### src/rtl/nibble_serial_adder.sv
// rtl/nibble_serial_adder.sv - nibble-serial ripple adder, one 4-bit nibble per clock
module nibble_serial_adder #(
  parameter  int NIB = 4,
  localparam int W   = 4 * NIB
) (
  input  logic         clk,
  input  logic         rst,
  input  logic         start,
  input  logic [W-1:0] a,
  input  logic [W-1:0] b,
  input  logic         cin,
  output logic         busy,
  output logic         done,
  output logic [W-1:0] s,
  output logic         cout
);

  localparam int IW = (NIB > 1) ? $clog2(NIB) : 1;

  typedef enum logic [1:0] {
    IDLE = 2'd0,
    RUN  = 2'd1,
    DONE = 2'd2
  } state_t;

  state_t          state_q, state_d;
  logic [W-1:0]    a_q, a_d;
  logic [W-1:0]    b_q, b_d;
  logic [W-1:0]    s_q, s_d;
  logic            carry_q, carry_d;
  logic            cout_q, cout_d;
  logic [IW-1:0]   idx_q, idx_d;

  logic [IW+1:0]   bit_base;
  logic [4:0]      nib_sum;
  logic            last_nib;

  assign bit_base = {idx_q, 2'b00};
  assign nib_sum  = {1'b0, a_q[bit_base +: 4]} + {1'b0, b_q[bit_base +: 4]} + {4'b0000, carry_q};
  assign last_nib = (idx_q == IW'(NIB - 1));

  always_comb begin
    state_d = state_q;
    a_d     = a_q;
    b_d     = b_q;
    s_d     = s_q;
    carry_d = carry_q;
    cout_d  = cout_q;
    idx_d   = idx_q;
    case (state_q)
      IDLE, DONE: begin
        if (start) begin
          a_d     = a;
          b_d     = b;
          carry_d = cin;
          idx_d   = '0;
          s_d     = '0;
          cout_d  = 1'b0;
          state_d = RUN;
        end else begin
          state_d = IDLE;
        end
      end
      RUN: begin
        s_d[bit_base +: 4] = nib_sum[3:0];
        carry_d            = nib_sum[4];
        if (last_nib) begin
          // index parks at 0 so it never exceeds NIB-1 for non-power-of-two NIB
          cout_d  = nib_sum[4];
          idx_d   = '0;
          state_d = DONE;
        end else begin
          idx_d = idx_q + IW'(1);
        end
      end
      default: state_d = IDLE;
    endcase
  end

  always_ff @(posedge clk or posedge rst) begin
    if (rst) begin
      state_q <= IDLE;
      a_q     <= '0;
      b_q     <= '0;
      s_q     <= '0;
      carry_q <= 1'b0;
      cout_q  <= 1'b0;
      idx_q   <= '0;
    end else begin
      state_q <= state_d;
      a_q     <= a_d;
      b_q     <= b_d;
      s_q     <= s_d;
      carry_q <= carry_d;
      cout_q  <= cout_d;
      idx_q   <= idx_d;
    end
  end

  assign busy = (state_q == RUN);
  assign done = (state_q == DONE);
  assign s    = s_q;
  assign cout = cout_q;

endmodule

### config.mk
export PLATFORM = sky130hd
export DESIGN_NAME = nibble_serial_adder
export DESIGN_NICKNAME = d
export VERILOG_FILES = /design/src/rtl/nibble_serial_adder.sv
export SDC_FILE = /design/constraint.sdc
export NUM_CORES = 1
export LEC_CHECK = 0
export BUFFER_PORTS_ARGS = -buffer_cell sky130_fd_sc_hd__buf_4
export CAP_MARGIN = 20
export CORE_AREA = 2 2 70 72
export CTS_CLUSTER_SIZE = 12
export DETAILED_ROUTE_END_ITERATION = 12
export DIE_AREA = 0 0 72 74
export PLACE_DENSITY = 0.82
export SYNTH_ARGS = -nofsm -noshare
export SYNTH_HDL_FRONTEND = slang
export SYNTH_SLANG_ARGS = --single-unit
### constraint.sdc
create_clock -name clk -period 8.2 [get_ports clk]
set_clock_uncertainty 0.05 [all_clocks]
set_input_delay 2.46 -clock clk [delete_from_list [all_inputs] [get_ports clk]]
set_output_delay 2.46 -clock clk [all_outputs]
set_load 0.01 [all_outputs]
==> results of run 1 <==
-- cell usage in the layout (no fill, tap or decap), types with 2 or more instances in the layout --
cell type and instances:
clkbuf_8 6, a22o_1 13, nand2_1 96, a21oi_2 3, inv_1 3, and3_4 2, mux4_1 2, mux4_2 6
fa_1 2, dfrtp_1 54, ha_1 7, nor2_1 2, a32o_1 4, buf_4 55
-- metal layers --
metal | wire (um) | track usage (%) | vias up
met5 | 0 | 0 | -
met4 | 70 | 6.29 | 0
met3 | 220 | 4.88 | 7
met2 | 2600 | 35.6 | 53
met1 | 2290 | 27.1 | 867
li1 | - | - | 880
-- sequential cells by signal (all words and copies together), names as in the netlist --
register / count
carry_q: 1
s: 16
a_q: 16
b_q: 16
state_q: 2
idx_q: 2
cout: 1
-- kinds of logic after synthesis --
kind of cell,after synthesis,share of synthesized area (%)
and+or+nand+nor,112,20.7
DFF,54,53.1
AOI/OAI and AO/OA,28,9.74
buffers and inverters,15,3.25
muxes,9,7.82
adders and majority gates,9,5.02
xor gates and xnor gates,1,0.344
-- cells in the mapped netlist (3+ instances only) --
| master | number | area (sq um) |
|---|---|---|
| nand2_1 | 96 | 360 |
| dfrtp_1 | 54 | 1350 |
| a22o_1 | 13 | 114 |
| buf_2 | 8 | 40.0 |
| ha_1 | 7 | 87.6 |
| mux4_2 | 6 | 135 |
| a32o_1 | 4 | 40.0 |
| inv_1 | 4 | 15.0 |
| a21oi_2 | 3 | 26.3 |
-- worst max-delay path by stage --
stage,depth (start not counted),start,to
CTS,3,state_q[0]$_DFFE_PP0N_,busy
global placement,3,start,state_q[0]$_DFFE_PP0N_
detailed placement,3,start,state_q[0]$_DFFE_PP0N_
finish,3,state_q[0]$_DFFE_PP0N_,busy
floorplan,1,rst,a_q[0]$_DFFE_PP0P_
global route,3,state_q[0]$_DFFE_PP0N_,busy
-- where the power goes --
part	switching, uW	internal (uW)
combinational	350	292
clock	76.4	65.2
sequential	91.6	376
-- worst reg2reg max path: stages, from the launching register on --
cell       delay [ns]
dfrtp_1          0.89
mux4_1           0.68
fa_1             0.45
fa_1             0.43
a21oi_1          0.18
o2bb2ai_1        0.13
a221o_1          0.28
-- metrics by stage --
step                total power [uW]  instance area (sq um)  hold slack, ns
global placement                1080                   2970           0.401
global route                    1350                   3080           0.448
detailed placement              1110                   2970           0.409
CTS                             1260                   3050           0.430
finish                          1250                   3080           0.425
floorplan                        913                   2540           0.387
-- cell type report --
type | instances | area share [%]
clock buffer | 6 | 2.68
inverter | 5 | 0.771
multi-input combinational | 159 | 36.0
sequential | 54 | 43.8
tap | 54 | 2.19
timing repair buffer | 57 | 14.5
==> metrics.log, run 1 <==
[metrics] reported leakage power: 0.00161 uW
[metrics] DRC viols: 0
[metrics] Die ar.: 5330 sq um
[metrics] setup repair after global routing missed its margin: false
[metrics] fill cell count: 381
[metrics] count of cell types in the netlist: 38
[metrics] count of TritonRoute iterations in the first routing pass: 4
[metrics] Worst R2R Setup Slack: 5.00 ns
[metrics] Max stage delay on crit path: 0.48 ns
[metrics] Worst Setup Slack, final: 4.49 ns
[metrics] largest fanout of any net on the critical path: 9
[metrics] net count reported at finish: 327
[metrics] WHS Path Cells: 2
[metrics] Hold Crit Endpoint: a_q[11]$_DFFE_PP0P_
[metrics] CTS Hold Bufs: 0
[metrics] last weighted congestion value of the routability-driven placer: 0.820
[metrics] worst-case headroom to the max-slew limit: 45.0%
[metrics] wirelength, routed: 5190 um
[metrics] mean instance size in the synthesized netlist: 11.2 sq um
[metrics] critical path class: flip-flop to output pin
[metrics] share of the clock period used by the worst path: 45.2%
[metrics] VDD IR max: 177 uV
[metrics] die span in y: 74 um
[metrics] data arrival at the endpoint of the critical path: 1.20 ns
[metrics] filler-free cell count of the finished design: 335
[metrics] post-synthesis sequential element count: 54
[metrics] antenna violations before repair: 0
[metrics] startpoint of the most critical hold path: a_q[11]$_DFFE_PP0P_
[metrics] clock tree sinks: 54
[metrics] total of endpoints with negative setup slack in the final report: 0
[metrics] number of slew-limit violations in the final report: 0
[metrics] quantity of I/O buffers inserted on ports: 54
[metrics] GRT Overall Usage: 20.9%
[metrics] routed length per instance: 15.5 um
[metrics] fmax: 270 MHz
[metrics] HPWL reported at the end of detailed placement: 3660 um
[metrics] Area Growth Syn to Fin: 21.2%
[metrics] setup TNS: 0 ns
[metrics] overflow left after global routing: 0
[metrics] post-synthesis instance area: 2540 sq um
[metrics] Async S/R FF share, synth: 100%
[metrics] Least-Margin Pin Slew: 0.825 ns
[metrics] number of design-rule violations left by the first detailed-router iteration: 159
[metrics] kind of path behind the tightest hold check: flip-flop to flip-flop
[metrics] post-placement worst setup slack: 4.30 ns
[metrics] worst r2r dst: carry_q$_DFFE_PP0P_
[metrics] starting utilization of the core area: 55.3%
[metrics] horizontal die dimension: 72 um
[metrics] critical path startpoint category: flip-flop
[metrics] worst-case clock buffer depth: 2
[metrics] count of boundary I/O pins: 55
[metrics] worst r2r src: idx_q[0]$_DFFE_PP0P_
[metrics] total setup buffers inserted after CTS: 0
[metrics] count of yosys warnings during synthesis: 0
[metrics] vias per std cell: 5.39
[metrics] Clk Tree Root Cell: clkbuf_8
[metrics] required time reported for the critical path endpoint: 5.69 ns
[metrics] Post-DRT Antenna Nets: 0
[metrics] clock period minus final worst setup slack: 3.71 ns
[metrics] Critical Path Sink Type: output pin
[metrics] max-capacitance violation count: 0
[metrics] dominant register cell in the synthesized netlist: dfrtp_1
[metrics] number of cells after detailed placement: 327
[metrics] clock latency at the later pin of the worst-skew pair: 0.30 ns
[metrics] fin util: 67.0%
[metrics] TritonCTS Buffers: 5
[metrics] H-tree levels: 2
[metrics] cell row count: 25
[metrics] post-synthesis net count: 273
[metrics] placeable core region: 4600 sq um
[metrics] Final Hold Vio Count: 0
[metrics] footprint of the flip-flops and latches: 1350 sq um
[metrics] pin count of the biggest net entering global routing: 55
[metrics] via count of the first global-routing pass: 1789
[metrics] number of cells upsized or downsized after cts: 0
[metrics] number of antenna diodes: 0
[metrics] run status: finished clean
[metrics] ratio of cells with drive above 1 in the final layout: 29.5%
[metrics] Worst R2R Path Depth: 6
[metrics] CP max-delay cell: dfrtp_1
[metrics] DR vias: 1807
[metrics] crit path cell chain: nand2b_4 -> inv_6 -> buf_4
[metrics] clock transition time at the flip-flop clock pins of the worst setup and hold paths: 0.08 ns
[metrics] wire length of the first global-routing pass: 8480 um
[metrics] gate count after technology mapping: 228
[metrics] fraction of the yosys area taken by sequential cells: 53.1%
[metrics] area of the multi-input gates: 1110 sq um
[metrics] Top Family by Delay on Critical Path: flip-flops
[metrics] clock tree from TritonCTS: built
[metrics] EDFF count, synth: 0
[metrics] Cell Pwr Density: 406 nW/um^2
[metrics] total buffers and inverters traversed by the critical path: 2
Power figures use the tool's default switching activity.
==> run 2: changes to the inputs <==
CORE_AREA = 2 2 72 74   (was 2 2 70 72)
DIE_AREA = 0 0 74 76   (was 0 0 72 74)
PLACE_DENSITY = 0.78   (was 0.82)
clock period = 3.9 ns   (was 8.2 ns; I/O delays follow)
==> metrics.log, run 2 (synthesized netlist as in run 1, its figures left out) <==
[metrics] VDD IR max: 413 uV (+130%)
[metrics] horizontal die dimension: 74 um (+2.8%)
[metrics] quantity of I/O buffers inserted on ports: 54 (unchanged)
[metrics] total setup buffers inserted after CTS: 0 (unchanged)
[metrics] kind of path behind the tightest hold check: flip-flop to flip-flop
[metrics] total buffers and inverters traversed by the critical path: 0 (-2)
[metrics] fmax: 348 MHz
[metrics] Max stage delay on crit path: 0.70 ns (+0.22 ns)
[metrics] routing usage on met2: 30.9% (-4.7 points)
[metrics] Post-DRT Antenna Nets: 0 (unchanged)
[metrics] setup repair after global routing missed its margin: false
[metrics] required time reported for the critical path endpoint: 4.03 ns (-1.66 ns)
[metrics] count of TritonRoute iterations in the first routing pass: 4 (unchanged)
[metrics] Final Hold Vio Count: 0 (unchanged)
[metrics] met3 usage in global routing: 5.03% (+0.15 points)
[metrics] Critical Path Sink Type: flip-flop
[metrics] last weighted congestion value of the routability-driven placer: 0.814 (-0.72%)
[metrics] DRC viols: 0 (unchanged)
[metrics] cell row count: 26 (+4.0%)
[metrics] clock tree sinks: 54 (unchanged)
[metrics] CP max-delay cell: dfrtp_1
[metrics] wirelength, routed: 5200 um (+0.29%)
[metrics] Top Family by Delay on Critical Path: adder cells
[metrics] routed length per instance: 14.7 um (-4.8%)
[metrics] crit path cell chain: mux4_2 -> fa_1 -> fa_1 -> a21oi_1 -> o2bb2ai_1 -> a221o_1
[metrics] CP dominant cell by count: fa_1
[metrics] vias per std cell: 5.23 (-3.1%)
[metrics] met1 global-route usage: 29.3% (+2.1 points)
[metrics] wire length of the first global-routing pass: 8800 um (+3.8%)
[metrics] leading cell type in the layout, fill and taps excluded: nand2_1
[metrics] post-placement worst setup slack: 1.04 ns (-3.27 ns)
[metrics] data arrival at the endpoint of the critical path: 3.01 ns (+1.81 ns)
[metrics] setup TNS: 0 ns (unchanged)
[metrics] number of cells upsized or downsized after cts: 0 (unchanged)
[metrics] overflow left after global routing: 0 (unchanged)
[metrics] TritonCTS Buffers: 5 (unchanged)
[metrics] via count of the first global-routing pass: 1833 (+2.5%)
[metrics] die span in y: 76 um (+2.7%)
[metrics] net count reported at finish: 328 (+0.31%)
[metrics] antenna violations before repair: 0 (unchanged)
[metrics] Die ar.: 5620 sq um (+5.6%)
[metrics] clock latency at the later pin of the worst-skew pair: 0.30 ns (about the same)
[metrics] clock period minus final worst setup slack: 2.87 ns
[metrics] Area Growth Syn to Fin: 21.8%
[metrics] Least-Margin Pin Slew: 0.916 ns (+0.0912 ns)
[metrics] total of endpoints with negative setup slack in the final report: 0 (unchanged)
[metrics] H-tree levels: 2 (unchanged)
[metrics] count of boundary I/O pins: 55 (unchanged)
[metrics] starting utilization of the core area: 51.8% (-3.5 points)
[metrics] total non-filler cell area in the finished layout: 3100 sq um (+0.53%)
[metrics] Cell Pwr Density: 848 nW/um^2 (+110%)
[metrics] ratio of cells with drive above 1 in the final layout: 30.0% (+0.50 points)
[metrics] placeable core region: 4910 sq um (+6.8%)
[metrics] clock transition time at the flip-flop clock pins of the worst setup and hold paths: 0.09 ns (about the same)
[metrics] share of the clock period used by the worst path: 73.6%
[metrics] largest fanout of any net on the critical path: 12 (+3)
[metrics] max-capacitance violation count: 0 (unchanged)
[metrics] placed inst area: 3000 sq um (+1.2%)
[metrics] GRT Overall Usage: 20.2% (-0.68 points)
[metrics] grt peak-use layer: met2
[metrics] Worst Setup Slack, final: 1.03 ns (-3.47 ns)
[metrics] top library cells by usage in the layout, fill and taps aside: 96 x nand2_1, 57 x buf_4, 54 x dfrtp_1
[metrics] DR vias: 1845 (+2.1%)
[metrics] critical path class: flip-flop to flip-flop
[metrics] pin count of the biggest net entering global routing: 55 (unchanged)
[metrics] fin util: 63.1% (-4.0 points)
[metrics] worst-case headroom to the max-slew limit: 38.6% (-6.4 points)
[metrics] number of design-rule violations left by the first detailed-router iteration: 108 (-32%)
[metrics] CTS Hold Bufs: 0 (unchanged)
[metrics] reported leakage power: 0.00162 uW (+0.15%)
[metrics] HPWL reported at the end of detailed placement: 3800 um (+3.9%)
[metrics] Clk Tree Root Cell: clkbuf_8
[metrics] run status: finished clean
[metrics] number of antenna diodes: 0 (unchanged)
[metrics] critical path startpoint category: flip-flop
[metrics] clock tree from TritonCTS: built
[metrics] worst-case clock buffer depth: 2 (unchanged)
[metrics] number of slew-limit violations in the final report: 0 (unchanged)
run 2: final timing paths:
path | startpoint | end | slack, ns | cells after the start
max | idx_q[1]$_DFFE_PP0P_ | carry_q$_DFFE_PP0P_ | 1.03 | 6
max in group asynchronous | rst | idx_q[1]$_DFFE_PP0P_ | 2.50 | 3
max reg2reg | idx_q[1]$_DFFE_PP0P_ | carry_q$_DFFE_PP0P_ | 1.03 | 6
min | a_q[4]$_DFFE_PP0P_ | a_q[4]$_DFFE_PP0P_ | 0.42 | 2
min in group asynchronous | rst | s[5]$_DFFE_PP0P_ | 0.78 | 2
min reg2reg | a_q[4]$_DFFE_PP0P_ | a_q[4]$_DFFE_PP0P_ | 0.42 | 2
run 2: report_power, final:
group / total (uW) / internal [uW] / switching [uW]
Clock: 290 / 121 / 170
Combinational: 1390 / 616 / 773
Sequential: 949 / 792 / 157
run 2: layer usage:
layer	up-vias	share of wire (%)	routed length [um]
met3	6	5.3	276
met1	899	44	2270
li1	885	-	-
met2	55	50	2590
met5	-	0	0
met4	0	1.1	55
run 2: layout make-up:
class	instances	area (sq um)
tap	70	87.6
multi-input combinational	159	1110
fill	409	1810
clock buffer	5	68.8
timing repair buffer	58	448
sequential	54	1350
inverter	5	23.8
clock inverter	2	10.0
run 2: worst register-to-register path: cells and delay by family, from the launching register on:
kind,cells,cell delay [ns]
adders and majority gates,2,0.86
DFF,1,0.70
muxes,1,0.60
AOI/OAI and AO/OA,3,0.54
run 2: through the flow:
step / total power (uW) / std cells / hold slack [ns]
finish: 2630 / 353 / 0.417
global route: 2830 / 353 / 0.441
CTS: 2640 / 352 / 0.425
detailed placement: 2350 / 345 / 0.404
global placement: 2280 / 345 / 0.406
floorplan: 1920 / 228 / 0.387
==> run 3: changes to the inputs <==
ABC_AREA = 1   (was not set)
CORE_AREA = 2 2 75 77   (was 2 2 72 74)
DIE_AREA = 0 0 77 79   (was 0 0 74 76)
PLACE_DENSITY = 0.75   (was 0.78)
clock period = 2.35 ns   (was 3.9 ns; I/O delays follow)
==> metrics.log, run 3 <==
[metrics] run status: finished clean
[metrics] critical path class: flip-flop to flip-flop
[metrics] DRC viols: 0 (unchanged)
[metrics] Area Growth Syn to Fin: 24.8%
[metrics] H-tree levels: 2 (unchanged)
[metrics] count of cell types in the netlist: 23 (-39%)
[metrics] Least-Margin Pin Slew: 0.483 ns (-0.433 ns)
[metrics] number of cells after detailed placement: 430 (+25%)
[metrics] ratio of cells with drive above 1 in the final layout: 24.0% (-6.0 points)
[metrics] mean instance size in the synthesized netlist: 8.33 sq um (-25%)
[metrics] wirelength, routed: 5520 um (+6.2%)
[metrics] post-synthesis instance area: 2530 sq um (-0.44%)
[metrics] placeable core region: 5340 sq um (+8.7%)
[metrics] VDD IR max: 625 uV (+52%)
[metrics] overflow left after global routing: 0 (unchanged)
[metrics] data arrival at the endpoint of the critical path: 2.41 ns (-0.60 ns)
[metrics] count of yosys warnings during synthesis: 0 (unchanged)
[metrics] antenna violations before repair: 0 (unchanged)
[metrics] share of the clock period used by the worst path: 94.2% (+21 points)
[metrics] clock period minus final worst setup slack: 2.21 ns (-0.657 ns)
[metrics] last weighted congestion value of the routability-driven placer: 0.882 (+8.4%)
[metrics] wire length of the first global-routing pass: 9430 um (+7.1%)
[metrics] Worst R2R Setup Slack: 0.14 ns (-0.89 ns)
[metrics] max-capacitance violation count: 0 (unchanged)
[metrics] Cell Pwr Density: 1410 nW/um^2 (+66%)
[metrics] vias per std cell: 4.95 (-5.3%)
[metrics] fraction of the yosys area taken by sequential cells: 53.4% (+0.24 points)
[metrics] dominant register cell in the synthesized netlist: dfrtp_1
[metrics] portion of synthesized cell area occupied by the leading cell type: 53.4% (+0.24 points)
[metrics] count of TritonRoute iterations in the first routing pass: 4 (unchanged)
[metrics] TritonCTS Buffers: 5 (unchanged)
[metrics] worst r2r src: idx_q[0]$_DFFE_PP0P_
[metrics] clock tree sinks: 54 (unchanged)
[metrics] Async S/R FF share, synth: 100% (unchanged)
[metrics] setup repair after global routing missed its margin: false
[metrics] most repeated cell in the gate-level netlist after synthesis: nand2_1
[metrics] via count of the first global-routing pass: 2113 (+15%)
[metrics] die span in y: 79 um (+3.9%)
[metrics] filler-free cell count of the finished design: 438 (+24%)
[metrics] fmax: 452 MHz (+30%)
[metrics] Post-DRT Antenna Nets: 0 (unchanged)
[metrics] worst-case clock buffer depth: 2 (unchanged)
[metrics] worst r2r dst: s[14]$_DFFE_PP0P_
[metrics] GRT Overall Usage: 19.3% (-0.89 points)
[metrics] pin count of the biggest net entering global routing: 33 (-40%)
[metrics] routed length per instance: 12.6 um (-14%)
[metrics] HPWL reported at the end of detailed placement: 4210 um (+11%)
[metrics] clock latency at the later pin of the worst-skew pair: 0.30 ns (about the same)
[metrics] Commonest cells post-synth: 126 x nand2_1, 54 x dfrtp_1, 22 x o21ai_0, 20 x nor2_1, 15 x inv_1
[metrics] Die ar.: 6080 sq um (+8.2%)
[metrics] number of antenna diodes: 0 (unchanged)
[metrics] number of slew-limit violations in the final report: 0 (unchanged)
[metrics] worst-case headroom to the max-slew limit: 67.8% (+29 points)
[metrics] Clk Tree Root Cell: clkbuf_8
[metrics] cell row count: 27 (+3.8%)
[metrics] CTS Hold Bufs: 0 (unchanged)
[metrics] number of design-rule violations left by the first detailed-router iteration: 108 (unchanged)
[metrics] quantity of I/O buffers inserted on ports: 54 (unchanged)
[metrics] CP max-delay cell: dfrtp_2
[metrics] gate count after technology mapping: 304 (+33%)
[metrics] clock tree from TritonCTS: built
[metrics] reported leakage power: 0.00169 uW (+4.4%)
[metrics] fill cell count: 518 (+27%)
[metrics] post-synth top area cell: dfrtp_1
[metrics] DR vias: 2169 (+18%)
[metrics] leading cell type in the layout, fill and taps excluded: nand2_1
[metrics] kind of path behind the tightest hold check: input port to async pin
[metrics] CP dominant cell by count: fa_2
[metrics] Worst Setup Slack, final: 0.136 ns (-0.893 ns)
[metrics] crit path cell chain: inv_2 -> o21ai_0 -> o22ai_1 -> fa_2 -> fa_2 -> xnor2_1 -> nor2_1 -> nand2_1 -> o21ai_1
[metrics] total of endpoints with negative setup slack in the final report: 0 (unchanged)
[metrics] count of boundary I/O pins: 55 (unchanged)
[metrics] critical path startpoint category: flip-flop
[metrics] Max stage delay on crit path: 0.43 ns (-0.27 ns)
[metrics] Final Hold Vio Count: 0 (unchanged)
[metrics] largest fanout of any net on the critical path: 13 (+1)
[metrics] Critical Path Sink Type: flip-flop
[metrics] clock transition time at the flip-flop clock pins of the worst setup and hold paths: 0.10 ns (about the same)
[metrics] synth top area cells: dfrtp_1 53%, nand2_1 19%, o21ai_0 4.3%
[metrics] Worst R2R Path Depth: 9 (+3)
[metrics] post-synthesis sequential element count: 54 (unchanged)
[metrics] required time reported for the critical path endpoint: 2.54 ns (-1.49 ns)
[metrics] fin util: 59.2% (-3.9 points)
[metrics] starting utilization of the core area: 47.4% (-4.3 points)
[metrics] net count reported at finish: 410 (+25%)
[metrics] top library cells by usage in the layout, fill and taps aside: 126 x nand2_1, 63 x buf_4, 52 x dfrtp_1
[metrics] EDFF count, synth: 0 (unchanged)
[metrics] horizontal die dimension: 77 um (+4.1%)
[metrics] post-placement worst setup slack: -0.0232 ns (-1.06 ns)
[metrics] post-synthesis net count: 349 (+28%)
run 3: cell types whose count changed after synthesis, sizes merged, moves of 9 or more:
cell	delta
nor2	+20
a22o	-13
inv	+15
nand2	+32
nand3	+9
o21ai	+30
run 3: kinds of logic after synthesis:
kind of cell / after synthesis / synth area share (%)
buf+inv: 31 / 5.38
simple gates: 166 / 26.6
flops: 54 / 53.4
xor+xnor: 1 / 0.346
fa+ha+maj: 9 / 5.04
compound gates: 43 / 9.24
run 3: area by class of cell:
cell class	instances	area (sq um)	area share (%)
clock buffer	6	72.6	2.30
clock inverter	2	13.8	0.436
inverter	21	80.1	2.53
multi-input combinational	219	1060	33.4
sequential	54	1350	42.9
tap	72	90.1	2.85
timing repair buffer	64	493	15.6
run 3: worst max-delay path by stage:
stage	startpoint	depth (start not counted)	to	slack, ns
6_report	idx_q[0]$_DFFE_PP0P_	9	s[14]$_DFFE_PP0P_	0.14
5_1_grt	idx_q[0]$_DFFE_PP0P_	9	s[14]$_DFFE_PP0P_	0.02
4_1_cts	idx_q[0]$_DFFE_PP0P_	9	carry_q$_DFFE_PP0P_	0.05
3_5_place_dp	idx_q[0]$_DFFE_PP0P_	9	carry_q$_DFFE_PP0P_	-0.02
3_3_place_gp	idx_q[0]$_DFFE_PP0P_	9	carry_q$_DFFE_PP0P_	0.09
2_1_floorplan	idx_q[0]$_DFFE_PP0P_	10	carry_q$_DFFE_PP0P_	0.07
run 3: report_power, final:
part	total (uW)	internal [uW]	switching [uW]
Combinational	2360	937	1430
Sequential	1580	1320	261
Clock	502	211	291
Total	4450	2470	1980
run 3: worst max-delay path: cells and delay by family, from the launching register on:
family / cells / cell delay [ns]
XOR/XNOR: 1 / 0.15
flip-flops: 1 / 0.43
buffers and inverters: 1 / 0.11
AO/OA/AOI/OAI: 3 / 0.44
AND/OR/NAND/NOR: 2 / 0.23
adder cells (fa/ha/maj): 2 / 0.75
run 3: metrics by stage:
stage	setup TNS (ns)	power (uW)	cell area [sq um]	hold WS, ns
after floorplan	0	3140	2530	0.394
after global placement	0	3820	3060	0.415
after detailed placement	-0.0232	3880	3060	0.422
after CTS	0	4400	3150	0.375
after global routing	0	4870	3160	0.396
final	0	4450	3160	0.359
run 3: repair_timing:
| item | 4_1_cts | 5_1_grt |
|---|---|---|
| setup buffers | 0 | 0 |
| resized for setup | 2 | 6 |
| pin swaps | 0 | 0 |
| setup endpoints to repair | 4 | 11 |
run 3: metal layers:
layer | vias up | GRT usage [%] | share of wire [%]
met5 | - | 0 | 0
met4 | 0 | 5.54 | 1.3
met3 | 8 | 4.55 | 4.8
met2 | 65 | 32.0 | 49
met1 | 1003 | 25.7 | 45
li1 | 1093 | - | -
